**config.mk**
```make
export PLATFORM = sky130hd
export DESIGN_NAME = ama_riscv_fetch_unit
export DESIGN_NICKNAME = d
export VERILOG_FILES = /design/src/rtl/ama_riscv_fetch_unit.sv
export SDC_FILE = /design/constraint.sdc
export NUM_CORES = 1
export LEC_CHECK = 0
export ABC_CLOCK_PERIOD_IN_PS = 2700
export CAP_MARGIN = 20
export CORE_ASPECT_RATIO = 1.5
export CORE_MARGIN = 2
export CORE_UTILIZATION = 51
export DETAILED_ROUTE_END_ITERATION = 8
export HOLD_SLACK_MARGIN = 0.05
export PLACE_DENSITY = 0.88
export SYNTH_ARGS = -nofsm -noshare
export SYNTH_HDL_FRONTEND = slang
export SYNTH_SLANG_ARGS = --single-unit
```
**constraint.sdc**
```tcl
create_clock -name clk -period 2.7 [get_ports clk]
set_clock_uncertainty 0.1 [all_clocks]
set_input_delay 0.405 -clock clk [delete_from_list [all_inputs] [get_ports clk]]
set_output_delay 0.405 -clock clk [all_outputs]
set_load 0.01 [all_outputs]
```
**src/rtl/ama_riscv_fetch_unit.sv**
```systemverilog
// Instruction-fetch stage: PC generator, single outstanding IMEM read tracker
// and a circular fetch queue drained by decode through a valid/ready handshake.
module ama_riscv_fetch_unit #(
    parameter logic [31:0] RESET_PC = 32'h0000_0000,
    parameter int          IMEM_AW  = 14,
    parameter int          FQ_DEPTH = 4,
    parameter logic [31:0] NOP_INST = 32'h0000_0013
) (
    input  logic                       clk,
    input  logic                       rst_n,
    input  logic                       redirect_valid,
    input  logic [31:0]                redirect_pc,
    input  logic                       restart,
    output logic                       imem_req,
    output logic [IMEM_AW-1:0]         imem_addr,
    input  logic [31:0]                imem_rdata,
    output logic                       out_valid,
    output logic [31:0]                out_inst,
    output logic [31:0]                out_pc,
    input  logic                       out_ready,
    output logic [$clog2(FQ_DEPTH):0]  fq_count
);

    localparam int PW = $clog2(FQ_DEPTH);
    localparam int CW = PW + 1;
    localparam logic [CW:0] DEPTH_W = (CW+1)'(FQ_DEPTH);

    logic [31:0]   pc_f;
    logic          infl_v;
    logic [31:0]   infl_pc;
    logic [31:0]   q_pc   [FQ_DEPTH];
    logic [31:0]   q_inst [FQ_DEPTH];
    logic [PW-1:0] rd_ptr;
    logic [PW-1:0] wr_ptr;
    logic [CW-1:0] count;

    logic          flush;
    logic [31:0]   flush_target;
    logic [31:0]   issue_pc;
    logic [CW:0]   occupancy;
    logic          issue;
    logic          push;
    logic          pop;

    // Credit the outstanding read against queue space so a push can never overflow.
    assign flush        = restart | redirect_valid;
    assign flush_target = restart ? RESET_PC : {redirect_pc[31:2], 2'b00};
    assign occupancy    = {1'b0, count} + {{CW{1'b0}}, infl_v};
    assign issue        = rst_n & (flush | (occupancy < DEPTH_W));
    assign issue_pc     = flush ? flush_target : pc_f;

    assign imem_req  = issue;
    assign imem_addr = issue_pc[IMEM_AW+1:2];

    assign push = infl_v & ~flush;
    assign pop  = out_valid & out_ready & ~flush;

    assign out_valid = (count != '0);
    assign out_inst  = out_valid ? q_inst[rd_ptr] : NOP_INST;
    assign out_pc    = out_valid ? q_pc[rd_ptr]   : 32'h0000_0000;
    assign fq_count  = count;

    always_ff @(posedge clk or negedge rst_n) begin
        if (!rst_n) begin
            pc_f    <= RESET_PC;
            infl_v  <= 1'b0;
            infl_pc <= 32'h0000_0000;
        end else begin
            infl_v <= issue;
            if (issue) begin
                pc_f    <= issue_pc + 32'd4;
                infl_pc <= issue_pc;
            end
        end
    end

    // A flush empties the queue and drops whatever read returns this cycle.
    always_ff @(posedge clk or negedge rst_n) begin
        if (!rst_n) begin
            rd_ptr <= '0;
            wr_ptr <= '0;
            count  <= '0;
        end else if (flush) begin
            rd_ptr <= '0;
            wr_ptr <= '0;
            count  <= '0;
        end else begin
            if (push) wr_ptr <= wr_ptr + PW'(1);
            if (pop)  rd_ptr <= rd_ptr + PW'(1);
            if (push && !pop)      count <= count + CW'(1);
            else if (pop && !push) count <= count - CW'(1);
        end
    end

    always_ff @(posedge clk) begin
        if (push) begin
            q_pc[wr_ptr]   <= infl_pc;
            q_inst[wr_ptr] <= imem_rdata;
        end
    end

    assert property (@(posedge clk) disable iff (!rst_n)
                     !(push && !pop && ({1'b0, count} == DEPTH_W)));

endmodule

```
==> metrics.csv, run 1 <==
stage,metric,value,unit
synthesis,ys.warnings.count,0,
clock_network,h-tree-depth,1,
cells_and_area,regArea,9160,um2
synthesis,yosys.area_share.simple,0.113,
timing,hold_violations,0,
setup_path,critPathKind,reg -> out,
setup_path,cp-start-kind,register,
cells_and_area,fillCellCount,1843,
floorplanning,die_h,205,um
pwr,power_density,625,nW/um2
cells_and_area,fin_util,0.645,
clock_network,cts_buffer_depth,3,
timing,rsz0062_at_grt,true,
synthesis,muxShareOfSynthArea,0.122,
setup_path,required,2190,ps
clock_network,clkLatencyLatePin,540,ps
synthesis,synthAdderAreaFrac,0.00604,
floorplanning,rows,73,
routing,antenna_left,0,
synthesis,ys_seq_area_frac,0.669,
global_route,grt_max_degree,87,
global_route,grt-ovfl-total,0,
pwr,power,10.7,mW
synthesis,synth_area,13700,um2
floorplanning,dieArea,28200,um2
run_status,violations,setup timing,
synthesis,ys_async_sr_fraction,0.215,
setup_path,arrival,2240,ps
routing,num_vias,8249,
synthesis,ys_seq_elements,316,
global_route,grt_pass1_wl,46.7,mm
placed_design,post-dp-hpwl,18.9,mm
synthesis,avgSynthCellArea,15.0,um2
routing,wirelength,30.1,mm
routing,drc,0,
cells_and_area,drive_above_1_share,0.269,
cells_and_area,area_growth,24.8,%
timing,max_freq,0.364,GHz
timing,setup-violations-final,8,
pwr,leakage,6.23,nW
global_route,antenna_found_initial,1,
synthesis,synth_top_family_by_area,multiplexers,
cells_and_area,multiInputGateArea,4310,um2
timing,min_period,2750,ps
routing,drtPass1Iterations,5,
placed_design,gp_congestion,0.883,
synthesis,synthCells,911,
routing,wire_per_inst,20.7,um
synthesis,synth_xor_area_frac,0.0141,
timing,finalMaxSlewViolations,0,
placed_design,numPortBuffers,147,
floorplanning,coreArea,26500,um2
min_path,hold_class,in -> reg,
clock_network,cts_made_buffers,28,
run_status,status,"finished, violations left",
setup_path,end_kind,output pin,
routing,vias_per_cell,5.67,
timing,fin_crit_sh,1.02,
placed_design,dp_slack,-229,ps
synthesis,synthFlopType,edfxtp_1,
synthesis,ys_types,59,
routing,drt_iter0_markers,657,
clock_network,cts_tree,done,
floorplanning,dieWidth,138,um
clock_network,clock-sinks,316,
timing,relSlewSlack,0.640,
timing,tightest_slew,540,ps
cells_and_area,layout.nets,1171,
timing,worst_slack,-48.6,ps
floorplanning,initial_utilization,0.516,
clock_network,cts-root-buf,clkbuf_16,
job,max_cap_violations,0,
global_route,track_usage,0.218,
pwr,worst_ir_drop_vdd,501,uV
floorplanning,io_pins,152,
global_route,first_global_vias,8628,
setup_path,crit_fanout,6,
clock_network,clk_pin_slew,70,ps
synthesis,synth_edf_count,248,
synthesis,synth_compound_area_frac,0.0477,
## cells in the final DEF (no fill, tap or decap), types with 29 or more instances in the layout
| cell | instances |
|---|---|
| nand2_1 | 114 |
| clkbuf_16 | 31 |
| clkdlybuf4s50_1 | 82 |
| dfrtp_1 | 64 |
| edfxtp_1 | 248 |
| buf_6 | 30 |
| a21oi_1 | 31 |
| and2_1 | 34 |
| mux4_2 | 62 |
| and2_4 | 29 |
| nor2_1 | 39 |
| buf_4 | 40 |
## what timing repair did
| item | 4_1_cts | 5_1_grt |
|---|---|---|
| setup endpoints to repair | 64 | 54 |
| endpoints found under the hold margin | 68 | 0 |
| resized for setup | 255 | 51 |
| pin swaps | 5 | 0 |
| cloned | 4 | 0 |
| buffers inserted | 13 | 1 |
| hold buffers | 1 | 0 |
## state kept, by name (all words and copies together) (netlist names)
register  count
fq_count      3
wr_ptr        2
infl_v        1
q_pc        120
infl_pc      30
q_inst      128
pc_f         30
rd_ptr        2
## worst paths after layout
check / from / slack (ps) / depth (start not counted) / end
min in group asynchronous: rst_n / 450 / 3 / infl_pc[11]
max in group asynchronous: rst_n / 1560 / 3 / rd_ptr[0]
max reg2reg: pc_f[2] / 230 / 9 / pc_f[28]
min: restart / 210 / 4 / infl_pc[4]
min reg2reg: pc_f[29] / 390 / 2 / pc_f[29]
max: rd_ptr[0] / -50 / 6 / out_inst[0]
## routing by layer
layer | up-vias | wire [um] | share of wire | global-route usage
met5 | - | 0 | 0 | 0
met4 | 0 | 1170 | 0.039 | 0.0918
met3 | 72 | 1630 | 0.054 | 0.0265
met2 | 282 | 16000 | 0.53 | 0.388
met1 | 4125 | 11300 | 0.38 | 0.265
li1 | 3770 | - | - | -
## area by class of cell
class,instances,area share
sequential,316,0.536
tap,337,0.0247
clock inverter,8,0.00293
antenna,1,0.000147
timing repair buffer,221,0.131
inverter,8,0.00176
clock buffer,44,0.0512
multi-input combinational,521,0.252
## kinds of logic (layout without fill, tap and decap cells)
family	Yosys count	in the layout
AND/OR/NAND/NOR	301	301
AO/OA/AOI/OAI	101	101
flip-flops	316	316
multiplexers	89	89
XOR/XNOR	22	22
buffers and inverters	75	281
other	1	3
adder cells (fa/ha/maj)	6	6
## through the flow
| step | hold slack [ps] | area [um2] | instances | setup TNS (ps) |
|---|---|---|---|---|
| 2_1_floorplan | 9.41 | 13700 | 912 | -1830 |
| 3_3_place_gp | 366 | 15900 | 1386 | -423 |
| 3_5_place_dp | 379 | 15900 | 1386 | -596 |
| 4_1_cts | 184 | 17100 | 1455 | -647 |
| 5_1_grt | 208 | 17100 | 1456 | -1460 |
| 6_report | 205 | 17100 | 1456 | -180 |
## Yosys cell counts, types with 10 or more instances
master | instances | share of area
xor2_1 | 10 | 0.0064
buf_2 | 13 | 0.0048
nand3b_1 | 18 | 0.0099
and2_1 | 63 | 0.029
buf_4 | 18 | 0.0099
nand3_1 | 23 | 0.0084
mux4_2 | 62 | 0.10
edfxtp_1 | 248 | 0.54
o21ai_0 | 25 | 0.0091
a21oi_1 | 31 | 0.011
clkbuf_1 | 23 | 0.0063
buf_1 | 11 | 0.0030
xnor2_1 | 12 | 0.0077
mux2i_1 | 24 | 0.018
nand2_1 | 114 | 0.031
dfrtp_1 | 68 | 0.12
nor2_1 | 39 | 0.011
## power breakdown
group / internal (mW) / leakage, nW / switching, mW
sequential: 5.41 / 3.17 / 0.134
clock: 2.24 / 0.456 / 1.70
combinational: 0.606 / 2.60 / 0.582
## critical path, stage by stage (launching register included)
cell     delay, ps
dfrtp_4        520
buf_12         150
buf_12         140
buf_6          120
mux4_2         420
or2_4          240
buf_6          120
No activity file was read; power rests on OpenSTA's default activity.
==> inputs of run 2 (changes only) <==
SKIP_CTS_REPAIR_TIMING = 1   (was unset)
TNS_END_PERCENT = 20   (was unset)
==> metrics.csv, run 2 (synthesis results as in run 1) <==
stage,metric,value,unit
global_route,grt_max_degree,58,
setup_path,crit_fanout,6,
min_path,hp-start,restart,
routing,drt_iter0_markers,560,
cells_and_area,regMostFlops,q_inst,
pwr,power_density,618,nW/um2
cells_and_area,fillCellCount,1843,
clock_network,clock-sinks,316,
timing,hold_violations,0,
timing,rsz0062_at_grt,true,
placed_design,post-dp-hpwl,18.7,mm
global_route,first_global_vias,8438,
job,max_cap_violations,0,
global_route,track_usage,0.212,
routing,drc,0,
routing,drtPass1Iterations,5,
routing,num_vias,8351,
timing,tightest_slew,738,ps
floorplanning,io_pins,152,
cells_and_area,reg_top3,"q_inst x128, q_pc x120",
placed_design,gp_congestion,0.886,
global_route,use_met2,0.375,
clock_network,cts-root-buf,clkbuf_16,
placed_design,numPortBuffers,147,
timing,finalMaxSlewViolations,0,
routing,vias_per_cell,5.74,
run_status,status,"finished, violations left",
timing,min_period,2850,ps
routing,antenna_left,0,
cells_and_area,layout.nets,1172,
setup_path,critPathKind,reg -> out,
setup_path,cp-start-kind,register,
timing,fin_tns_setup,-1840,ps
floorplanning,dieArea,28200,um2
cells_and_area,final_cell_mix,"248 x edfxtp_1, 114 x nand2_1, 82 x clkdlybuf4s50_1",
setup_path,critical_path.top_delay_family,flip-flops,
clock_network,cts_made_buffers,27,
clock_network,cts_buffer_depth,3,
placed_design,placed_area,15800,um2
setup_path,reg2reg_depth,9,
setup_path,path_buf_inv,4,
clock_network,h-tree-depth,1,
global_route,grt-ovfl-total,0,
global_route,antenna_found_initial,0,
cells_and_area,largest_reg_flops,128,
floorplanning,rows,73,
routing,wirelength,30.5,mm
pwr,leakage,6.52,nW
global_route,grt_pass1_wl,45.5,mm
cells_and_area,area_growth,24.1,%
floorplanning,coreArea,26500,um2
timing,worst_slack,-146,ps
floorplanning,initial_utilization,0.516,
floorplanning,die_h,205,um
timing,relSlewSlack,0.508,
clock_network,cts_tree,done,
setup_path,end_kind,output pin,
setup_path,required,2190,ps
setup_path,r2r_slack,230,ps
min_path,hold_class,in -> reg,
timing,max_freq,0.351,GHz
floorplanning,dieWidth,138,um
setup_path,cpPeakStageDelay,570,ps
setup_path,path_cells,buf_16 -> buf_6 -> buf_8 -> mux4_2 -> or2_2 -> clkbuf_2,
cells_and_area,antenna_cells,0,
routing,wire_per_inst,21.0,um
setup_path,cp_slowest_cell,dfrtp_4,
min_path,whs_path_depth,5,
pwr,worst_ir_drop_vdd,453,uV
timing,fin_hold_ws,300,ps
cells_and_area,final_common_cell,edfxtp_1,
global_route,grtUsageMet1,0.260,
setup_path,r2r_start,pc_f[3],
clock_network,clk_pin_slew,60,ps
run_status,violations,setup timing,
cells_and_area,finalInstanceArea,17000,um2
global_route,grtUsageMet3,0.0257,
setup_path,arrival,2340,ps
timing,fin_crit_sh,1.05,
timing,setup-violations-final,25,
setup_path,worstReg2RegEnd,pc_f[28],
cells_and_area,drive_above_1_share,0.226,
global_route,grt_busiest_layer,met2,
min_path,holdPathEnd,infl_pc[2],
clock_network,clkLatencyLatePin,550,ps
[run 2: changes by cell type in the layout (fill, tap and decap cells not counted), sizes merged]
| cell | delta |
|---|---|
| buf | -46 |
| dlymetal6s2s | +26 |
| clkbuf | +22 |
| clkdlybuf4s15 | -6 |
| bufinv | +2 |
| clkinvlp | +2 |
| diode | -1 |
[run 2: through the flow]
stage               setup WS [ps]  cells  power, mW  utilization
floorplan                    -325    912       6.18            -
global placement             -224   1385       6.72        0.598
detailed placement           -239   1385       6.77        0.598
CTS                          -404   1435       10.6        0.631
global route                 -209   1455       10.8        0.641
finish                       -146   1455       10.5        0.641
[run 2: metal layers]
layer	up-vias	share of wire
met4	0	0.035
met1	4225	0.38
li1	3788	-
met2	271	0.54
met3	67	0.047
met5	-	0
[run 2: power breakdown]
part	leakage, nW	internal [mW]	total (mW)	switching [mW]
logic	2.93	0.565	1.14	0.576
clock network	0.418	2.13	3.81	1.68
registers	3.17	5.41	5.54	0.130
total	6.52	8.11	10.5	2.38
[run 2: worst register-to-register path: cells and delay by family, from the launching register on]
kind	cells	cell delay, ps
AO/OA/AOI/OAI	3	570
adder cells (fa/ha/maj)	1	240
buffers and inverters	1	40
flip-flops	1	380
multiplexers	1	90
AND/OR/NAND/NOR	3	960
[run 2: final cells by class]
type	instances	area [um2]	area share
clock buffers	38	747	0.0440
clock inverters	12	124	0.00730
inverters	8	30.0	0.00177
multi-input cells	521	4230	0.249
flip-flops and latches	316	9150	0.539
well taps	337	422	0.0248
repair buffers	223	2260	0.133
[run 2: how the worst max path moves through the flow]
stage	startpoint	endpoint	slack (ps)	depth (start not counted)
5_1_grt	rd_ptr[0]	out_inst[4]	-210	6
2_1_floorplan	redirect_valid	pc_f[28]	-320	14
3_5_place_dp	redirect_pc[3]	pc_f[28]	-240	10
3_3_place_gp	redirect_pc[3]	pc_f[28]	-220	10
4_1_cts	rd_ptr[0]	out_pc[26]	-400	4
6_report	rd_ptr[0]	out_inst[4]	-150	6
==> inputs of run 3 (changes only) <==
REMOVE_ABC_BUFFERS = 1   (was unset)
SLEW_MARGIN = 30   (was unset)
==> metrics.csv, run 3 (synthesis results as in run 1) <==
stage,metric,value,unit
floorplanning,dieArea,28200,um2
floorplanning,coreArea,26500,um2
timing,fin_tns_setup,-2300,ps
routing,met1_length,11.7,mm
clock_network,cts_tree,done,
floorplanning,io_pins,152,
cells_and_area,fin_util,0.640,
pwr,leakage,6.59,nW
cells_and_area,reg_top3,"q_inst x128, q_pc x120",
placed_design,place_inst,1381,
placed_design,dp_slack,-355,ps
floorplanning,dieWidth,138,um
floorplanning,rows,73,
routing,num_vias,8399,
timing,hold_violations,0,
routing,drtPass1Iterations,6,
clock_network,clkLatencyLatePin,540,ps
global_route,first_global_vias,8466,
cells_and_area,final_cell_mix,"248 x edfxtp_1, 114 x nand2_1, 82 x clkdlybuf4s50_1",
setup_path,end_kind,output pin,
routing,wire_per_inst,21.1,um
timing,tightest_slew,586,ps
routing,antenna_left,0,
routing,wirelength,30.7,mm
setup_path,required,2190,ps
clock_network,cts_made_buffers,27,
global_route,track_usage,0.208,
timing,rsz0062_at_grt,true,
setup_path,critPathKind,reg -> out,
cells_and_area,final_common_cell,edfxtp_1,
timing,fin_crit_sh,1.08,
timing,worst_slack,-209,ps
run_status,status,"finished, violations left",
cells_and_area,area_growth,24.0,%
timing,finalMaxSlewViolations,0,
routing,met2WireLength,16.4,mm
cells_and_area,stdcell_count,1454,
pwr,power_density,619,nW/um2
routing,drc,0,
routing,drt_iter0_markers,677,
pwr,worst_ir_drop_vdd,454,uV
setup_path,arrival,2400,ps
global_route,grt_pass1_wl,45.3,mm
pwr,power,10.5,mW
job,max_cap_violations,0,
cells_and_area,antenna_cells,0,
clock_network,clk_pin_slew,70,ps
floorplanning,die_h,205,um
cells_and_area,regMostFlops,q_inst,
timing,relSlewSlack,0.609,
setup_path,crit_fanout,6,
placed_design,gp_congestion,0.874,
routing,vias_per_cell,5.78,
cells_and_area,largest_reg_flops,128,
clock_network,cts_buffer_depth,3,
clock_network,cts-root-buf,clkbuf_16,
routing,wl_met3,1.77,mm
global_route,antenna_found_initial,0,
setup_path,cp-start-kind,register,
timing,setup-violations-final,25,
clock_network,h-tree-depth,1,
global_route,grt_max_degree,68,
timing,min_period,2910,ps
cells_and_area,fillCellCount,1841,
min_path,whs_path_depth,5,
min_path,hold_class,in -> reg,
global_route,grt-ovfl-total,0,
routing,topRoutingLayerUsed,met4,
floorplanning,initial_utilization,0.516,
placed_design,numPortBuffers,147,
timing,max_freq,0.344,GHz
setup_path,reg2reg_depth,9,
cells_and_area,layout.nets,1172,
clock_network,clock-sinks,316,
run_status,violations,setup timing,
placed_design,post-dp-hpwl,19.2,mm
cells_and_area,drive_above_1_share,0.218,
[run 3: layer usage]
metal | up-vias | track usage
met4 | 0 | 0.0809
met3 | 63 | 0.0275
met2 | 343 | 0.369
met1 | 4190 | 0.258
met5 | - | 0
li1 | 3803 | -
[run 3: layout make-up]
cell class / instances / area, um2 / area share
clock inverter: 19 / 181 / 0.0107
inverter: 8 / 30.0 / 0.00177
timing repair buffer: 223 / 2280 / 0.135
multi-input combinational: 521 / 4200 / 0.248
sequential: 316 / 9150 / 0.540
tap: 337 / 422 / 0.0249
clock buffer: 30 / 687 / 0.0405
[run 3: path summary, 6_finish.rpt]
path | start | to | slack, ps
worst max register to register | pc_f[2] | pc_f[28] | 140
max in group asynchronous | rst_n | infl_pc[11] | 1130
min in group asynchronous | rst_n | wr_ptr[1] | 540
worst min register to register | pc_f[30] | pc_f[30] | 400
worst max-delay path | rd_ptr[0] | out_inst[4] | -210
worst min-delay path | restart | infl_pc[3] | 250
[run 3: per-stage QoR]
step	hold slack [ps]	area, um2
3_3_place_gp	363	15800
3_5_place_dp	381	15800
6_report	253	17000
5_1_grt	294	17000
4_1_cts	-55.8	16600
2_1_floorplan	9.41	13300
[run 3: power by group]
part	internal, mW	switching, mW	total [mW]
clock	2.05	1.75	3.80
sequential	5.41	0.131	5.54
combinational	0.570	0.577	1.15
total	8.03	2.46	10.5
[run 3: worst max-delay path: stages, from the launching register on]
cell and delay [ps]:
dfrtp_4 530, buf_6 150, buf_16 140, buf_4 150, mux4_2 450, or2_2 310
clkbuf_2 140
